==> src/rtl/playback_pkg.sv <==
// rtl/playback_pkg.sv - shared state type and default sizing for the playback sequencer
package playback_pkg;

  typedef enum logic {IDLE, PLAY} state_t;

  localparam int DEFAULT_ADDR_W  = 16;
  localparam int DEFAULT_DEPTH   = 10000;
  localparam int DEFAULT_CLK_DIV = 500;

endpackage

==> src/rtl/playback_sequencer_if.sv <==
// rtl/playback_sequencer_if.sv - command/read-port bundle; loop signal only with PLAYBACK_LOOP_EN
interface playback_sequencer_if #(
  parameter int ADDR_W = 16
) ();

  logic              start;
  logic              stop;
  logic [ADDR_W-1:0] seg_start;
  logic [ADDR_W-1:0] seg_len;
`ifdef PLAYBACK_LOOP_EN
  logic              loop;
`endif
  logic [ADDR_W-1:0] address;
  logic              rd_en;
  logic              busy;
  logic              done;

`ifdef PLAYBACK_LOOP_EN
  modport master (output start, stop, seg_start, seg_len, loop,
                  input  address, rd_en, busy, done);
  modport slave  (input  start, stop, seg_start, seg_len, loop,
                  output address, rd_en, busy, done);
`else
  modport master (output start, stop, seg_start, seg_len,
                  input  address, rd_en, busy, done);
  modport slave  (input  start, stop, seg_start, seg_len,
                  output address, rd_en, busy, done);
`endif

endinterface

==> src/rtl/sample_tick_gen.sv <==
// rtl/sample_tick_gen.sv - CLK_DIV divider producing a registered one-cycle sample tick
module sample_tick_gen #(
  parameter int CLK_DIV = 500
) (
  input  logic clk,
  input  logic reset,
  input  logic clear,
  input  logic enable,
  output logic tick
);

  localparam int               CNT_W   = (CLK_DIV > 2) ? $clog2(CLK_DIV) : 1;
  localparam logic [CNT_W-1:0] CNT_MAX = CNT_W'(CLK_DIV - 1);

  logic [CNT_W-1:0] cnt;

  always_ff @(posedge clk) begin
    if (reset || clear) begin
      cnt  <= '0;
      tick <= 1'b0;
    end else if (enable) begin
      if (cnt == CNT_MAX) begin
        cnt  <= '0;
        tick <= 1'b1;
      end else begin
        cnt  <= cnt + CNT_W'(1);
        tick <= 1'b0;
      end
    end else begin
      tick <= 1'b0;
    end
  end

endmodule

==> src/rtl/playback_sequencer.sv <==
// rtl/playback_sequencer.sv - steps sample-ROM address per tick, wraps at DEPTH; PLAYBACK_LOOP_EN adds segment repeat
module playback_sequencer
  import playback_pkg::*;
#(
  parameter int ADDR_W  = DEFAULT_ADDR_W,
  parameter int DEPTH   = DEFAULT_DEPTH,
  parameter int CLK_DIV = DEFAULT_CLK_DIV
) (
  input  logic                  clk,
  input  logic                  reset,
  playback_sequencer_if.slave   bus
);

  localparam logic [ADDR_W-1:0] LAST = ADDR_W'(DEPTH - 1);

  state_t            state;
  logic [ADDR_W-1:0] addr;
  logic [ADDR_W-1:0] remaining;
  logic              busy_r;
  logic              done_r;
  logic              tick;
  logic              accept;
  logic              clear;
  logic [ADDR_W-1:0] first_addr;
  logic [ADDR_W-1:0] next_addr;
`ifdef PLAYBACK_LOOP_EN
  logic [ADDR_W-1:0] lat_start;
  logic [ADDR_W-1:0] lat_len;
`endif

  assign accept     = (state == IDLE) && bus.start && !bus.stop;
  assign clear      = accept || bus.stop;
  assign first_addr = (bus.seg_start > LAST) ? '0 : bus.seg_start;
  assign next_addr  = (addr == LAST) ? '0 : addr + ADDR_W'(1);

  // Restarting the divider on every command keeps strobe phase relative to the start edge.
  sample_tick_gen #(.CLK_DIV(CLK_DIV)) u_tick (
    .clk    (clk),
    .reset  (reset),
    .clear  (clear),
    .enable (state == PLAY),
    .tick   (tick)
  );

  always_ff @(posedge clk) begin
    if (reset) begin
      state     <= IDLE;
      addr      <= '0;
      remaining <= '0;
      busy_r    <= 1'b0;
      done_r    <= 1'b0;
`ifdef PLAYBACK_LOOP_EN
      lat_start <= '0;
      lat_len   <= '0;
`endif
    end else begin
      done_r <= 1'b0;
      case (state)
        IDLE: begin
          if (accept) begin
            if (bus.seg_len == '0) begin
              done_r <= 1'b1;
            end else begin
              state     <= PLAY;
              busy_r    <= 1'b1;
              addr      <= first_addr;
              remaining <= bus.seg_len;
`ifdef PLAYBACK_LOOP_EN
              lat_start <= first_addr;
              lat_len   <= bus.seg_len;
`endif
            end
          end
        end
        PLAY: begin
          if (bus.stop) begin
            state  <= IDLE;
            busy_r <= 1'b0;
          end else if (tick) begin
            addr      <= next_addr;
            remaining <= remaining - ADDR_W'(1);
            if (remaining == ADDR_W'(1)) begin
              done_r <= 1'b1;
`ifdef PLAYBACK_LOOP_EN
              if (bus.loop) begin
                addr      <= lat_start;
                remaining <= lat_len;
              end else begin
                state  <= IDLE;
                busy_r <= 1'b0;
              end
`else
              state  <= IDLE;
              busy_r <= 1'b0;
`endif
            end
          end
        end
        default: begin
          state  <= IDLE;
          busy_r <= 1'b0;
        end
      endcase
    end
  end

  assign bus.address = addr;
  assign bus.rd_en   = tick;
  assign bus.busy    = busy_r;
  assign bus.done    = done_r;

endmodule

==> src/flat_wrapper.sv <==
// flat-port wrapper written by rule: the top's interface ports become plain ports
module playback_sequencer_flat import playback_pkg::*;
#(
  parameter int ADDR_W  = DEFAULT_ADDR_W,
  parameter int DEPTH   = DEFAULT_DEPTH,
  parameter int CLK_DIV = DEFAULT_CLK_DIV
)
  (clk, reset, bus_start, bus_stop, bus_seg_start, bus_seg_len, bus_address, bus_rd_en, bus_busy, bus_done);
  playback_sequencer_if #(.ADDR_W(ADDR_W)) bus_i ();
  input  logic clk;
  input  logic reset;
  input wire logic [$bits(bus_i.start)-1:0] bus_start;
  input wire logic [$bits(bus_i.stop)-1:0] bus_stop;
  input wire logic [$bits(bus_i.seg_start)-1:0] bus_seg_start;
  input wire logic [$bits(bus_i.seg_len)-1:0] bus_seg_len;
  output wire logic [$bits(bus_i.address)-1:0] bus_address;
  output wire logic [$bits(bus_i.rd_en)-1:0] bus_rd_en;
  output wire logic [$bits(bus_i.busy)-1:0] bus_busy;
  output wire logic [$bits(bus_i.done)-1:0] bus_done;
  assign bus_i.start = bus_start;
  assign bus_i.stop = bus_stop;
  assign bus_i.seg_start = bus_seg_start;
  assign bus_i.seg_len = bus_seg_len;
  assign bus_address = bus_i.address;
  assign bus_rd_en = bus_i.rd_en;
  assign bus_busy = bus_i.busy;
  assign bus_done = bus_i.done;
  playback_sequencer #(.ADDR_W(ADDR_W), .DEPTH(DEPTH), .CLK_DIV(CLK_DIV)) u_core (.clk(clk), .reset(reset), .bus(bus_i));
endmodule
==> config.mk <==
export PLATFORM = sky130hd
export DESIGN_NAME = playback_sequencer_flat
export DESIGN_NICKNAME = d
export VERILOG_FILES = /design/src/rtl/playback_pkg.sv /design/src/rtl/playback_sequencer_if.sv /design/src/rtl/sample_tick_gen.sv /design/src/rtl/playback_sequencer.sv /design/src/flat_wrapper.sv
export SDC_FILE = /design/constraint.sdc
export NUM_CORES = 1
export LEC_CHECK = 0
export CORE_UTILIZATION = 56
export CTS_CLUSTER_DIAMETER = 30
export CTS_CLUSTER_SIZE = 30
export DETAILED_ROUTE_END_ITERATION = 8
export GPL_TIMING_DRIVEN = 0
export PLACE_DENSITY = 0.9
export RECOVER_POWER = 50
export SLEW_MARGIN = 20
export SYNTH_ARGS = -nofsm -noshare
export SYNTH_HDL_FRONTEND = slang
export SYNTH_SLANG_ARGS = --single-unit
==> constraint.sdc <==
create_clock -name clk -period 2.81 [get_ports clk]
set_input_delay 0.562 -clock clk [delete_from_list [all_inputs] [get_ports clk]]
set_output_delay 0.562 -clock clk [all_outputs]
set_load 0.1 [all_outputs]
==> results of run 1 <==
-- cells in the final DEF, fill, tap and decap left out, types with 2 or more instances in the layout --
master / count
a211oi_1: 2
a21oi_1: 35
a221oi_1: 9
a22o_1: 2
a31oi_1: 4
a32o_1: 5
and2_0: 2
and2_1: 2
and3_1: 13
and4_1: 3
buf_2: 5
buf_4: 3
clkbuf_1: 11
clkbuf_2: 2
clkbuf_8: 5
clkdlybuf4s50_1: 51
dfxtp_1: 45
dlygate4sd3_1: 2
ha_1: 4
inv_1: 9
mux2i_1: 4
nand2_1: 39
nand3_1: 6
nand4_1: 7
nand4_2: 2
nor2_1: 34
nor2b_1: 6
nor3_1: 20
nor4_1: 6
nor4_2: 3
nor4_4: 2
o211a_1: 2
o21a_1: 2
o21ai_0: 8
o21ai_1: 5
o221ai_1: 2
o32ai_1: 11
xnor2_1: 5
xor2_1: 4
-- through the flow --
stage          hold WS (ns)   util  instances
6_report              0.500  0.754        455
5_1_grt               0.511  0.754        455
4_1_cts               0.490  0.756        455
3_5_place_dp          0.478  0.736        447
3_3_place_gp          0.451  0.736        447
2_1_floorplan         0.440      -        342
-- worst max-delay path by stage --
stage	slack, ns	depth (start not counted)	endpoint
finish	0.26	1	bus_address[5]
global route	0.12	7	u_core.remaining[13]
CTS	0.29	1	bus_address[5]
detailed placement	0.19	7	u_core.remaining[11]
global placement	0.27	7	u_core.remaining[13]
floorplan	0.34	7	u_core.bus.address[10]
-- sequential cells by signal (all words and copies together), names as in the netlist --
name and count:
u_core.bus.address 16, u_core.remaining 16, u_core.u_tick.cnt 9, u_core.bus.busy 1, u_core.bus.done 1, u_core.state 1, u_core.u_tick.tick 1
-- synth_stat cells, drive strengths merged, types with 9 or more instances --
library cell and n:
dfxtp 45, o21ai 13, nor4 11, nand2 39, and3 13, buf 12, nand4 9, inv 9
a21oi 35, o32ai 11, clkbuf 10, a221oi 9, nor2 34, nor3 20
-- layer usage --
| metal | routed length [um] | up-vias |
|---|---|---|
| met3 | 734 | 26 |
| met5 | 0 | - |
| met1 | 3440 | 1359 |
| li1 | - | 1406 |
| met2 | 3630 | 187 |
| met4 | 208 | 0 |
-- cell type report --
cell class	count	area, um^2	area share
Sequential cell	45	901	0.265
Multi-Input combinational cell	266	1670	0.492
Tap cell	52	65.1	0.0192
Timing Repair Buffer	53	531	0.156
Clock buffer	5	68.8	0.0203
Clock inverter	3	21.3	0.00627
Inverter	9	33.8	0.00995
Buffer	22	103	0.0302
-- power by group through the flow --
stage / combinational [mW] / clock, mW / sequential (mW)
detailed placement: 0.346 / 0 / 0.697
global route: 0.378 / 0.435 / 0.687
finish: 0.354 / 0.412 / 0.684
floorplan: 0.179 / 0 / 0.738
global placement: 0.339 / 0 / 0.696
CTS: 0.348 / 0.415 / 0.683
-- worst reg2reg max path, delay by kind of cell, from the launching register on --
family / cells / cell delay, ns
AO/OA/AOI/OAI: 3 / 0.89
AND/OR/NAND/NOR: 2 / 0.40
buffers and inverters: 1 / 0.38
flip-flops: 1 / 0.36
-- kinds of logic (layout without fill, tap and decap cells) --
| group | count (synthesis) | count (layout) | share of synthesized area |
|---|---|---|---|
| and+or+nand+nor | 153 | 153 | 0.307 |
| AOI/OAI and AO/OA | 95 | 95 | 0.245 |
| DFF | 45 | 45 | 0.331 |
| buffers and inverters | 31 | 92 | 0.0506 |
| xor gates and xnor gates | 9 | 9 | 0.0290 |
| muxes | 5 | 5 | 0.0189 |
| adders and majority gates | 4 | 4 | 0.0184 |
==> metrics, run 1 <==
status complete, no violations; Hold Startpoint u_core.u_tick.cnt[8]; delay-heaviest family, CP buffers and inverters; row count 24; # port buffers 53; CTS Buf Count 5; pre-CTS setup slack 0.189 ns; Final WS setup 0.264 ns; Worst Reg-to-Reg Cells 6; H-tree Lvls 2; RR Endpoint u_core.remaining[14]; post-synthesis register bit count 45; Worst R2R Setup Slack 0.71 ns; Syn Inst Count 342; crit path kind register to output pin; Flop pwr share 0.472; share of the synthesized area in the top cell type 0.331; clk slew on worst S/H paths 0.09 ns; initial antenna violation count 0; Fmax 393 MHz; Post-CTS Setup Inserts 0; Area after DPL between 0.003 and 0.004 mm^2; Clock power frac 0.284; via count 2978; CP Max Fanout 6; Tightest Hold Check Type register to register; Worst VDD drop 361 uV; signal arrival time at the worst endpoint 1.98 ns; First-pass DRT Iterations 5; PwrDens 427 mW/mm^2; Setup-failing EPs final 0; leading post-synthesis cells by cell area dfxtp_1, a21oi_1, nand2_1; die width between 70 and 80 um; GR met1 Demand/Resource 0.436; post-DP HPWL 5.73 mm; RSZ-0062 raised after global routing no; starting density of the core 0.604; P_int 0.974 mW; Worst Skew just under 0.01 ns; Min Clock Period, post-route approximately 2.5 ns; GRT Overall Usage 0.317; Slowest-stage cell, CP clkdlybuf4s50_1; Synth Net Count 382; Syn Area/Cell between 7 and 8 um^2; ys flop type dfxtp_1; die area 0.00514 mm^2; Sw Share 0.328; Final nets 442; layout cell share with drive strength beyond 1 0.0769; Crit path largest cell delay 1.19 ns; total power draw between 1 and 1.5 mW; CP Buf/Inv Count 1; post-route ant nets 0; Post-synth EDFFs 0; Vias/cell 6.55; Setup TNS 0 ns; hold buffers post-CTS 0; Die Ht 71.7 um; CTS tree built; core area 0.00450 mm^2; worst hold path depth 2; Initial DRC Count 455; WL/cell 17.6 um; Final Instance Area 0.00339 mm^2; first-pass GRT wire length ~13 mm; number of fill cells approximately 360; P&R area growth vs syn 24.8%; vias in the first global route 2721; max-slew violations 0; M3 GR Usage 0.0591; worst flop-to-flop path startpoint u_core.state; LEAKAGE ~1.2 nW; met2 Use GR 0.487; Worst setup SP type register; final hold violations 0; Cell Area, Synth 0.00272 mm^2; Most Crowded Layer GR met2; asr flop ratio synth 0; slew margin rel. 0.339; Critical Path Start u_core.bus.address[5]; Worst Hold End u_core.u_tick.tick; ANT cells 0; combinational share of power 0.244; WL final 8.01 mm; Worst Tran Pin Value 0.988 ns; CP required 2.25 ns; CTS root buffer clkbuf_8; Sw Pwr 0.475 mW; Seq/Total Area, Yosys 0.331; Setup crit end kind output pin; post-synth top area cell dfxtp_1; GPL Wtd Cong 0.898; DR DRC count 0; # IOs 55; max-cap violations 0; pin count of the biggest net entering global routing 16; deepest clock path buffer count 2; Yosys warnings 0; CP cell instances clkdlybuf4s50_1; synth unique cells 54; clk_lat worst skew 0.31 ns; period utilization 0.906; Sink Count 45; grt total ovfl 0; post-CTS sizing 0
(Power assumes the default switching activity.)
==> inputs of run 2 (changes only) <==
Settings changed: CORE_UTILIZATION 56 to 35, PLACE_DENSITY 0.9 to 0.62.
==> run 2 against run 1 <==
Fmax fell by 2.7%. Clock power grew 27%. Die area up 58%. Clock skew rose by 0.0034 ns. Utilization fell by 28 points.
==> metrics, run 2 (same netlist as run 1, synthesis figures left out) <==
max-cap violations 0 (unchanged); CTS tree built; pre-CTS setup slack 0.222 ns (+0.0326 ns); H-tree Lvls 2 (unchanged); crit path kind input pin to register; clk slew on worst S/H paths 0.08 ns (about the same); Initial DRC Count 251 (-45%); LEAKAGE 1.22 nW (+0.36%); Fmax 382 MHz (-2.7%); Final WS setup 0.192 ns (-0.0719 ns); Worst Skew 0.0133 ns (+0.00340 ns); clk_lat worst skew 0.31 ns (about the same); slew margin rel. 0.348 (+0.00901); row count 31 (+29%); WL/cell 16.9 um (-3.8%); Vias/cell 5.78 (-12%); post-route ant nets 0 (unchanged); CP Max Fanout 10 (+4); DR DRC count 0 (unchanged); grt total ovfl 0 (unchanged); core area 0.00737 mm^2 (+64%); Worst Tran Pin Value 0.975 ns (-0.0135 ns); Crit path largest cell delay 0.56 ns (-0.63 ns); Setup TNS 0 ns (unchanged); Worst VDD drop 260 uV (-28%); Sink Count 45 (unchanged); worst hold margin 0.468 ns (-0.0315 ns); max-slew violations 0 (unchanged); post-DP HPWL 6.13 mm (+7.1%); WL final 8.50 mm (+6.2%); P&R area growth vs syn 28.2%; RSZ-0062 raised after global routing no; starting density of the core 0.369 (-0.235); # IOs 55 (unchanged); Worst setup SP type input pin; CTS Buf Count 5 (unchanged); Setup-failing EPs final 0 (unchanged); Final nets 442 (unchanged); period utilization 0.932 (+0.0256); layout cell share with drive strength beyond 1 0.0769 (unchanged); die area 0.00813 mm^2 (+58%); Sw Share 0.304 (-0.0242); ANT cells 0 (unchanged); post-CTS sizing 0 (unchanged); CTS root buffer clkbuf_8; deepest clock path buffer count 2 (unchanged); number of fill cells 762 (+110%); commonest non-fill, non-tap cell in the layout clkdlybuf4s50_1; commonest cells after routing, fill and taps aside clkdlybuf4s50_1, dfxtp_1, nand2_1; Final Non-Filler Cells 502 (+10%); CP Buf/Inv Count 2 (+1); Clock power frac 0.335 (+0.051); post-placement cell count 494 (+11%); Die Ht 90.2 um (+26%); PwrDens 448 mW/mm^2 (+4.9%); Min Clock Period, post-route 2.62 ns (+0.0719 ns); hold buffers post-CTS 0 (unchanged); Flop pwr share 0.438 (-0.034); pin count of the biggest net entering global routing 15 (-1); CP required 2.98 ns (+0.73 ns); Setup crit end kind register; first-pass GRT wire length 13.6 mm (+5.8%); status complete, no violations; Slowest-stage cell, CP dlygate4sd3_1; vias in the first global route 2655 (-2.4%); # port buffers 53 (unchanged); Sw Pwr 0.474 mW (-0.28%); GRT Overall Usage 0.208 (-0.109); Tightest Hold Check Type register to register; Post-CTS Setup Inserts 0 (unchanged); delay-heaviest family, CP buffers and inverters; GPL Wtd Cong 0.830 (-7.5%); via count 2903 (-2.5%); die width 90.2 um (+26%); CP cell instances dlygate4sd3_1, nor4_1, and4_1, o21ai_2, clkbuf_1, o21ai_0, a21oi_1; combinational share of power 0.227 (-0.017); final hold violations 0 (unchanged); initial antenna violation count 0 (unchanged); P_int 1.09 mW (+12%); First-pass DRT Iterations 5 (unchanged); signal arrival time at the worst endpoint 2.79 ns (+0.81 ns)
[run 2: changes by cell type in the layout (fill, tap and decap cells not counted)]
| cell | change |
|---|---|
| buf_2 | +1 |
| bufinv_16 | +1 |
| clkbuf_1 | +1 |
| clkbuf_2 | -2 |
| clkbuf_8 | +1 |
| clkdlybuf4s50_1 | +1 |
| clkinv_2 | -1 |
| dlygate4sd3_1 | -1 |
| inv_6 | -1 |
| o21ai_1 | -1 |
| o21ai_2 | +1 |
[run 2: layer usage]
layer / global-route usage / wire length (um)
met5: 0 / 0
met2: 0.328 / 3910
met4: 0.0511 / 113
met1: 0.286 / 3870
met3: 0.0465 / 607
[run 2: final timing paths]
kind                             start                    to  slack (ns)  cells past startpoint
hold reg to reg   u_core.remaining[11]  u_core.remaining[11]        0.47                      2
hold / removal    u_core.remaining[11]  u_core.remaining[11]        0.47                      2
setup / recovery       bus_seg_len[11]  u_core.remaining[14]        0.19                      7
setup reg to reg          u_core.state  u_core.remaining[14]        0.63                      6
[run 2: area by class of cell]
type,count,area [um^2],share of cell area
multi-input cells,266,1680,0.481
inverters,9,33.8,0.00969
well taps,99,124,0.0355
repair buffers,53,531,0.152
flip-flops and latches,45,901,0.258
clock inverters,2,37.5,0.0108
plain buffers,22,101,0.0291
clock buffers,6,82.6,0.0237
[run 2: power groups by stage]
stage	registers, mW	logic, mW	clock network, mW
5_1_grt	0.687	0.380	0.565
6_report	0.684	0.355	0.522
2_1_floorplan	0.738	0.179	0
4_1_cts	0.683	0.352	0.538
3_3_place_gp	0.697	0.349	0
3_5_place_dp	0.698	0.350	0
[run 2: through the flow]
| stage | utilization | total power [mW] | area (um^2) |
|---|---|---|---|
| after floorplan | - | 0.917 | 2720 |
| after global routing | 0.473 | 1.63 | 3490 |
| after CTS | 0.474 | 1.57 | 3490 |
| final | 0.473 | 1.56 | 3490 |
| after detailed placement | 0.458 | 1.05 | 3370 |
| after global placement | 0.458 | 1.05 | 3370 |
[run 2: tightest hold or removal path, delay by kind of cell, from the launching register on]
family             cells  cell delay [ns]
AOI/OAI and AO/OA      1             0.05
DFF                    1             0.32
and+or+nand+nor        1             0.05
==> inputs of run 3 (changes only) <==
Settings changed: ABC_AREA set to 0, CAP_MARGIN set to 40, PLACE_DENSITY 0.62 to 0.65.
==> run 3 against run 2 <==
Power increased by 1.0%. Critical path type unchanged. Critical endpoint is now u_core.remaining[13]. Count of clock-buffer cells in the layout unchanged. Sequential share of layout area shrank 1.2 points. Via count rose by 4.0%. First-iteration DRC count is 2.4% lower. Largest power group unchanged.
==> metrics, run 3 (same netlist as run 1, synthesis figures left out) <==
Slowest-stage cell, CP nor4_1; Final Util 0.497 (+0.0239); DR DRC count 0 (unchanged); Worst Tran Pin Value 0.968 ns (-0.00649 ns); Worst VDD drop 359 uV (+38%); deepest clock path buffer count 2 (unchanged); GPL Wtd Cong 0.844 (+1.7%); delay-heaviest family, CP simple AND/OR/NAND/NOR gates; max-cap violations 0 (unchanged); via count 3018 (+4.0%); Multi-input gate area 0.00168 mm^2 (unchanged); grt total ovfl 0 (unchanged); H-tree Lvls 2 (unchanged); CTS root buffer clkbuf_8; LEAKAGE 1.41 nW (+15%); Tightest Hold Check Type register to register; CP Buf/Inv Count 2 (unchanged); Vias/cell 5.79 (+0.17%); CP cell instances clkdlybuf4s50_1, nor4_1, nand4_2, a21boi_4, buf_2, a21oi_1, o32ai_1; CTS Buf Count 5 (unchanged); pin count of the biggest net entering global routing 15 (unchanged); Fmax 395 MHz (+3.5%); Worst setup SP type input pin; Final nets 461 (+4.3%); # IOs 55 (unchanged); post-DP HPWL 6.33 mm (+3.3%); Setup TNS 0 ns (unchanged); row count 31 (unchanged); signal arrival time at the worst endpoint 2.74 ns (-0.05 ns); core area 0.00737 mm^2 (unchanged); GRT Overall Usage 0.220 (+0.0125); hold buffers post-CTS 0 (unchanged); die width 90.2 um (unchanged); number of fill cells 732 (-3.9%); Die Ht 90.2 um (unchanged); First-pass DRT Iterations 5 (unchanged); Sink Count 45 (unchanged); Worst R2R Setup Slack 0.70 ns (+0.07 ns); Setup-failing EPs final 0 (unchanged); status complete, no violations; pre-CTS setup slack 0.224 ns (+0.00262 ns); WL/cell 16.8 um (-0.86%); vias in the first global route 2846 (+7.2%); CP required 3.02 ns (+0.04 ns); final hold violations 0 (unchanged); ANT cells 0 (unchanged); RSZ-0062 raised after global routing no; crit path kind input pin to register; starting density of the core 0.369 (unchanged); # port buffers 53 (unchanged); post-CTS sizing 0 (unchanged); initial antenna violation count 0 (unchanged); max-slew violations 0 (unchanged); CP Max Fanout 10 (unchanged); commonest cells after routing, fill and taps aside clkdlybuf4s50_1, dfxtp_1, nand2_1; Worst Skew 0.0136 ns (+0.000267 ns); post-route ant nets 0 (unchanged); period utilization 0.900 (-0.0317); Initial DRC Count 245 (-2.4%); PwrDens 430 mW/mm^2 (-3.9%); clk slew on worst S/H paths 0.09 ns (about the same); commonest non-fill, non-tap cell in the layout clkdlybuf4s50_1; Min Clock Period, post-route 2.53 ns (-0.0891 ns); clk_lat worst skew 0.31 ns (about the same); Setup crit end kind register; slew margin rel. 0.353 (+0.00531); WL final 8.75 mm (+2.9%); sequential cell area 901 um^2 (unchanged); Crit path largest cell delay 0.53 ns (-0.03 ns); first-pass GRT wire length 14.4 mm (+6.0%); P&R area growth vs syn 34.6%; Final WS setup 0.281 ns (+0.0891 ns); die area 0.00813 mm^2 (unchanged); CTS tree built; Post-CTS Setup Inserts 0 (unchanged); layout cell share with drive strength beyond 1 0.111 (+0.0345)
==> run 3: cell type report <==
class	count	area share
well taps	99	0.0338
repair buffers	72	0.193
multi-input cells	266	0.457
clock buffers	6	0.0225
plain buffers	22	0.0280
clock inverters	2	0.0102
flip-flops and latches	45	0.246
inverters	9	0.00922
==> run 3: final timing paths <==
path	start	depth (start not counted)	endpoint
setup / recovery	bus_seg_len[1]	7	u_core.remaining[13]
hold / removal	u_core.remaining[11]	2	u_core.remaining[11]
setup reg to reg	u_core.bus.address[5]	6	u_core.bus.address[10]
hold reg to reg	u_core.remaining[11]	2	u_core.remaining[11]
==> run 3: worst min-delay path, stage by stage, from the launching register on <==
cell and delay [ns]:
dfxtp_1 0.32, nand2_1 0.06, o32ai_1 0.06
==> run 3: layer usage <==
layer | GRT usage | routed length (um)
met2 | 0.343 | 3860
met1 | 0.307 | 3940
met3 | 0.0347 | 717
met4 | 0.0766 | 233
met5 | 0 | 0
==> run 3: stage by stage <==
| step | std cells | total power, mW | area (um^2) | hold WS (ns) |
|---|---|---|---|---|
| after CTS | 521 | 1.59 | 3780 | 0.471 |
| after floorplan | 342 | 0.917 | 2720 | 0.440 |
| after global routing | 521 | 1.65 | 3660 | 0.501 |
| after detailed placement | 513 | 1.07 | 3660 | 0.458 |
| after global placement | 494 | 1.04 | 3370 | 0.451 |
| final | 521 | 1.58 | 3660 | 0.476 |
==> run 3: power by group <==
group	total [mW]	switching (mW)	internal [mW]
Sequential	0.683	0.0252	0.658
Clock	0.528	0.239	0.290
Combinational	0.364	0.217	0.147
